### src/rtl/fsm_state_trace_tx.sv
// fsm_state_trace_tx: timestamps FSM state/out changes into a FIFO and streams them as 2-byte frames.
// Define FSM_TRACE_OVF_MARK_EN to insert an overflow marker frame after records are dropped.
module fsm_state_trace_tx #(
  parameter int STATE_W = 2,
  parameter int DEPTH   = 8,
  parameter int TS_W    = 6
) (
  input  logic               clk,
  input  logic               rst_n,
  input  logic [STATE_W-1:0] state_i,
  input  logic               out_i,
  input  logic               trace_en,
  output logic               tx_valid,
  input  logic               tx_ready,
  output logic [7:0]         tx_data,
  output logic               tx_last,
  output logic [7:0]         drop_cnt,
  output logic               ovf,
  input  logic               ovf_clr
);
  localparam int AW = $clog2(DEPTH);
  typedef enum logic [1:0] {IDLE, BYTE0, BYTE1} tx_st_e;
  tx_st_e st_q, st_d;
  logic [STATE_W:0] cur, prev_q;
  logic en_q, ev, full, empty, push, pop, drop;
  logic [TS_W-1:0] delta_q, delta_d;
  logic [15:0] mem [DEPTH];
  logic [15:0] hold_q, ev_rec, wdata;
  logic [AW:0] wr_q, rd_q;
  assign cur     = {out_i, state_i};
  assign ev      = trace_en && (!en_q || cur != prev_q);
  assign ev_rec  = {1'b1, 2'b00, out_i, 4'(state_i), 2'b00, 6'(en_q ? delta_q : '0)};
  assign delta_d = ev ? '0 : (&delta_q ? delta_q : delta_q + 1'b1);
  assign empty   = wr_q == rd_q;
  assign full    = wr_q[AW] != rd_q[AW] && wr_q[AW-1:0] == rd_q[AW-1:0];
  assign pop     = !empty && (st_q == IDLE || (st_q == BYTE1 && tx_ready));
`ifdef FSM_TRACE_OVF_MARK_EN
  logic [5:0] mk_q, mk_d;
  logic mark_push;
  // A marker claims the free slot; a coincident event is dropped and counted for the next marker.
  assign mark_push = mk_q != 6'd0 && !full;
  assign push      = mark_push || (ev && !full);
  assign wdata     = mark_push ? {8'hFF, 2'b00, mk_q} : ev_rec;
  assign drop      = ev && (full || mark_push);
  assign mk_d      = mark_push ? 6'(drop) : mk_q + 6'(drop && !(&mk_q));
  always_ff @(posedge clk or negedge rst_n)
    if (!rst_n) mk_q <= '0;
    else mk_q <= mk_d;
`else
  assign push  = ev && !full;
  assign wdata = ev_rec;
  assign drop  = ev && full;
`endif
  always_comb begin
    st_d = st_q;
    st_d = (st_q == IDLE)  ? (empty ? IDLE : BYTE0) :
           (st_q == BYTE0) ? (tx_ready ? BYTE1 : BYTE0) :
           (tx_ready ? (empty ? IDLE : BYTE0) : BYTE1);
  end
  always_ff @(posedge clk)
    if (push) mem[wr_q[AW-1:0]] <= wdata;
  always_ff @(posedge clk or negedge rst_n)
    if (!rst_n) begin
      st_q     <= IDLE;
      prev_q   <= '0;
      en_q     <= 1'b0;
      delta_q  <= '0;
      wr_q     <= '0;
      rd_q     <= '0;
      hold_q   <= '0;
      drop_cnt <= '0;
      ovf      <= 1'b0;
    end else begin
      st_q     <= st_d;
      prev_q   <= cur;
      en_q     <= trace_en;
      delta_q  <= delta_d;
      wr_q     <= wr_q + (AW+1)'(push);
      rd_q     <= rd_q + (AW+1)'(pop);
      hold_q   <= pop ? mem[rd_q[AW-1:0]] : hold_q;
      drop_cnt <= ovf_clr ? 8'd0 : (drop && drop_cnt != 8'hFF) ? drop_cnt + 8'd1 : drop_cnt;
      ovf      <= ovf_clr ? 1'b0 : (drop ? 1'b1 : ovf);
    end
  assign tx_valid = st_q != IDLE;
  assign tx_data  = (st_q == BYTE0) ? hold_q[15:8] : (st_q == BYTE1) ? hold_q[7:0] : 8'h00;
  assign tx_last  = st_q == BYTE1;
endmodule

### config.mk
export PLATFORM = sky130hd
export DESIGN_NAME = fsm_state_trace_tx
export DESIGN_NICKNAME = d
export VERILOG_FILES = /design/src/rtl/fsm_state_trace_tx.sv
export SDC_FILE = /design/constraint.sdc
export NUM_CORES = 1
export LEC_CHECK = 0
export ABC_AREA = 1
export BUFFER_PORTS_ARGS = -buffer_cell sky130_fd_sc_hd__buf_2
export CELL_PAD_IN_SITES_DETAIL_PLACEMENT = 1
export CELL_PAD_IN_SITES_GLOBAL_PLACEMENT = 2
export CORE_MARGIN = 3
export CORE_UTILIZATION = 36
export CTS_BUF_LIST = sky130_fd_sc_hd__clkbuf_8 sky130_fd_sc_hd__clkbuf_16
export CTS_CLUSTER_SIZE = 25
export DETAILED_ROUTE_END_ITERATION = 8
export HOLD_SLACK_MARGIN = 0.12
export MAX_ROUTING_LAYER = met4
export PLACE_DENSITY_LB_ADDON = 0.1
export SLEW_MARGIN = 20
export SYNTH_ARGS = -nofsm -noshare
export SYNTH_HDL_FRONTEND = slang
export SYNTH_SLANG_ARGS = --single-unit
### constraint.sdc
create_clock -name clk -period 1.9 [get_ports clk]
set_input_delay 0.19 -clock clk [delete_from_list [all_inputs] [get_ports clk]]
set_output_delay 0.19 -clock clk [all_outputs]
set_load 0.05 [all_outputs]
==> impl_metrics.toml <==
[run_status]
status = "complete, no violations"

[setup_path]
r2r_setup_slack_ps = 150
critPathKind = "in2reg"
cp-end-kind = "flip-flop"
crit_fanout = 5
r2r_end = "mem[0][3]"
reg2reg_depth = 9
r2r-start = "wr_q[1]"
cp_data_arrival_time_ps = 1840
startpoint_type = "input port"
cp.required_ps = 1960

[power]
power_leakage_uw = 0.002572
p_per_area_mw_per_mm2 = 1429
ir_drop_uv = 484.5

[floorplanning]
row_count = 41
design.die.area_mm2 = 0.01494
die_h_um = 122.2
core_mm2 = 0.01293
dieWidth_um = 122.2
initial_core_util_pct = 37.61
ios = 27

[synth]
synth-seq-cells = 111
syn_area_mm2 = 0.004862
synth_edf_count = 72
yosysMostFrequentCell = "nand2_1"
ys_async_sr_fraction_pct = 35.14
yosys_warnings = 0
synthCells = 475
yosys-top-cells-area = "edfxtp_1 (44%), dfrtp_1 (20%), nand2_1 (8.4%)"
ys_types = 30
synth.net_count = 489
synth_flop_cell = "edfxtp_1"
postSynthAreaPerCell_um2 = 10.24
ys_seq_area_share_pct = 64.54
yosys.area.top_type_share_pct = 44.47
netlist_top_cells_count = "nand2_1 (109), edfxtp_1 (72), nor2_1 (70), inv_1 (42)"
synth_top_area_cell = "edfxtp_1"

[min_path]
min_to = "mem[4][6]"
hp-class = "in2reg"
worstHoldPathCells = 1
hp-start = "state_i[0]"

[clocking]
clock_path_buffers = 2
postCtsSetupBuffers = 0
numCtsBuffers = 9
path_clk_slew_ps = 80
cts_tree = "built"
cts-root-buf = "clkbuf_16"
htreeDepth = 3
clkLatencyLatePin_ps = 350
cts.sinks = 111

[routing]
vias = 3491
wl_mm = 12.50
routed_via_density = 4.917
drc = 0
drt_first_iter_violations = 219
avgRoutedWirePerCell_um = 17.60
drt_first_pass_iters = 4
final_antenna_net_count = 0

[timing]
setup_ws_ps = 121.2
min_period_ps = 1779
slew_violations = 0
skew_ps = 8.141
fmax_mhz = 562.2
fin_crit_sh_pct = 93.62
hold_viol = 0
setup_viol = 0

[global_routing]
met2_usage_pct = 29.10
grt_max_degree = 37
antenna_found_initial = 0
top_usage_layer = "met2"
use_met1_pct = 24.00
grt_first_pass_wirelength_mm = 19.75
grt_use_met3_pct = 2.350
overflow = 0
grt_pass1_vias = 3597
gr-usage-all-layers_pct = 18.19

[run]
maxCapViolCount = 0

[placement]
dp_cells = 681
io_buffers = 25
routabilityCongestion = 0.7891
post-place-ws_ps = 115.5
dp_hpwl_mm = 8.189

[cells_and_area]
stdcell_count = 710
antenna_cells = 0
layout-drive-gt1-share_pct = 18.22
area.growth.synth_to_final_pct = 20.07
layout.nets = 547
-- sequential cells by signal, indices dropped and copies added, names as in the netlist --
signal / flops
mem: 72
hold_q: 10
drop_cnt: 8
delta_q: 6
rd_q: 4
wr_q: 4
prev_q: 3
st_q: 2
en_q: 1
ovf: 1
-- layout by cell type, fill, tap and decap left out, drive strengths merged --
cell type / Yosys / layout
a22o: 3 / 3
nand3: 19 / 19
a31oi: 1 / 1
o21bai: 1 / 1
o22ai: 18 / 18
xor2: 8 / 8
xnor2: 1 / 1
ha: 6 / 6
edfxtp: 72 / 72
nor2: 74 / 74
nor3: 2 / 2
clkinvlp: 0 / 2
clkinv: 0 / 1
clkbuf: 4 / 10
conb: 1 / 1
dlygate4sd3: 0 / 7
o21ai: 42 / 42
a21oi: 2 / 2
inv: 48 / 51
buf: 11 / 55
dfrtp: 39 / 39
nand2: 111 / 111
nand4: 12 / 12
-- where the power goes --
| part | internal [uW] | total, uW | leakage [uW] | switching (uW) |
|---|---|---|---|---|
| logic | 1050 | 3260 | 0.00127 | 2210 |
| clock network | 934 | 1820 | 0.000138 | 887 |
| registers | 3020 | 3260 | 0.00117 | 244 |
| total | 5010 | 8350 | 0.00257 | 3340 |
-- final cells by class --
class,instances,area (um2)
sequential,111,3139
timing repair buffer,62,479.2
tap,172,215.2
multi-input combinational,301,1541
clock inverter,6,43.79
fill,1466,7089
clock buffer,10,239.0
inverter,48,180.2
-- layer usage --
layer,up-vias,part of all wire (%)
li1,1712,-
met1,1727,46
met2,39,50
met3,13,2.6
met4,0,1.6
met5,-,0
-- worst max path at each step --
stage | slack, ps | startpoint | cells past startpoint | endpoint
6_report | 120 | out_i | 12 | mem[0][3]
5_1_grt | -9 | out_i | 12 | mem[0][0]
4_1_cts | 30 | out_i | 12 | mem[4][0]
3_5_place_dp | 120 | wr_q[2] | 9 | mem[4][0]
3_3_place_gp | 200 | state_i[1] | 10 | mem[4][0]
2_1_floorplan | -10 | st_q[1] | 4 | tx_data[2]
-- kinds of logic (layout without fill, tap and decap cells) --
family          count (synthesis)  in the layout  synth area share [%]
simple gates                  218            218                 18.89
flops                         111            111                 64.54
compound gates                 67             67                 7.669
buf+inv                        63            126                 5.507
xor+xnor                        9              9                 1.776
fa+ha+maj                       6              6                 1.544
other cells                     1              1               0.07713
-- metrics by stage --
step                TNS, ps  util [%]  power [uW]  hold slack [ps]  instance area (um2)
detailed placement        0     41.17        6403            146.8                 5323
global route         -40.58     45.16        8950            172.9                 5838
CTS                       0     43.90        8250            150.8                 5675
global placement          0     41.17        6321            147.6                 5323
floorplan            -43.98         -        5290           -105.6                 4865
finish                    0     45.16        8345            153.3                 5838
-- worst max-delay path, stage by stage --
cell and delay (ps):
dlygate4sd3_1 540, buf_2 130, inv_1 90, nand2_1 60, nand2_1 50, nor2_1 40
nand2_1 70, nand2_2 80, nor2_4 160, nand2_4 120, nor2_4 150, buf_6 160
-- what timing repair did --
action,4_1_cts,5_1_grt
gates resized for setup,0,42
endpoints found under the setup margin,0,73
hold endpoints to repair,21,0
hold buffers,7,0
No activity file was read; power rests on OpenSTA's default activity.
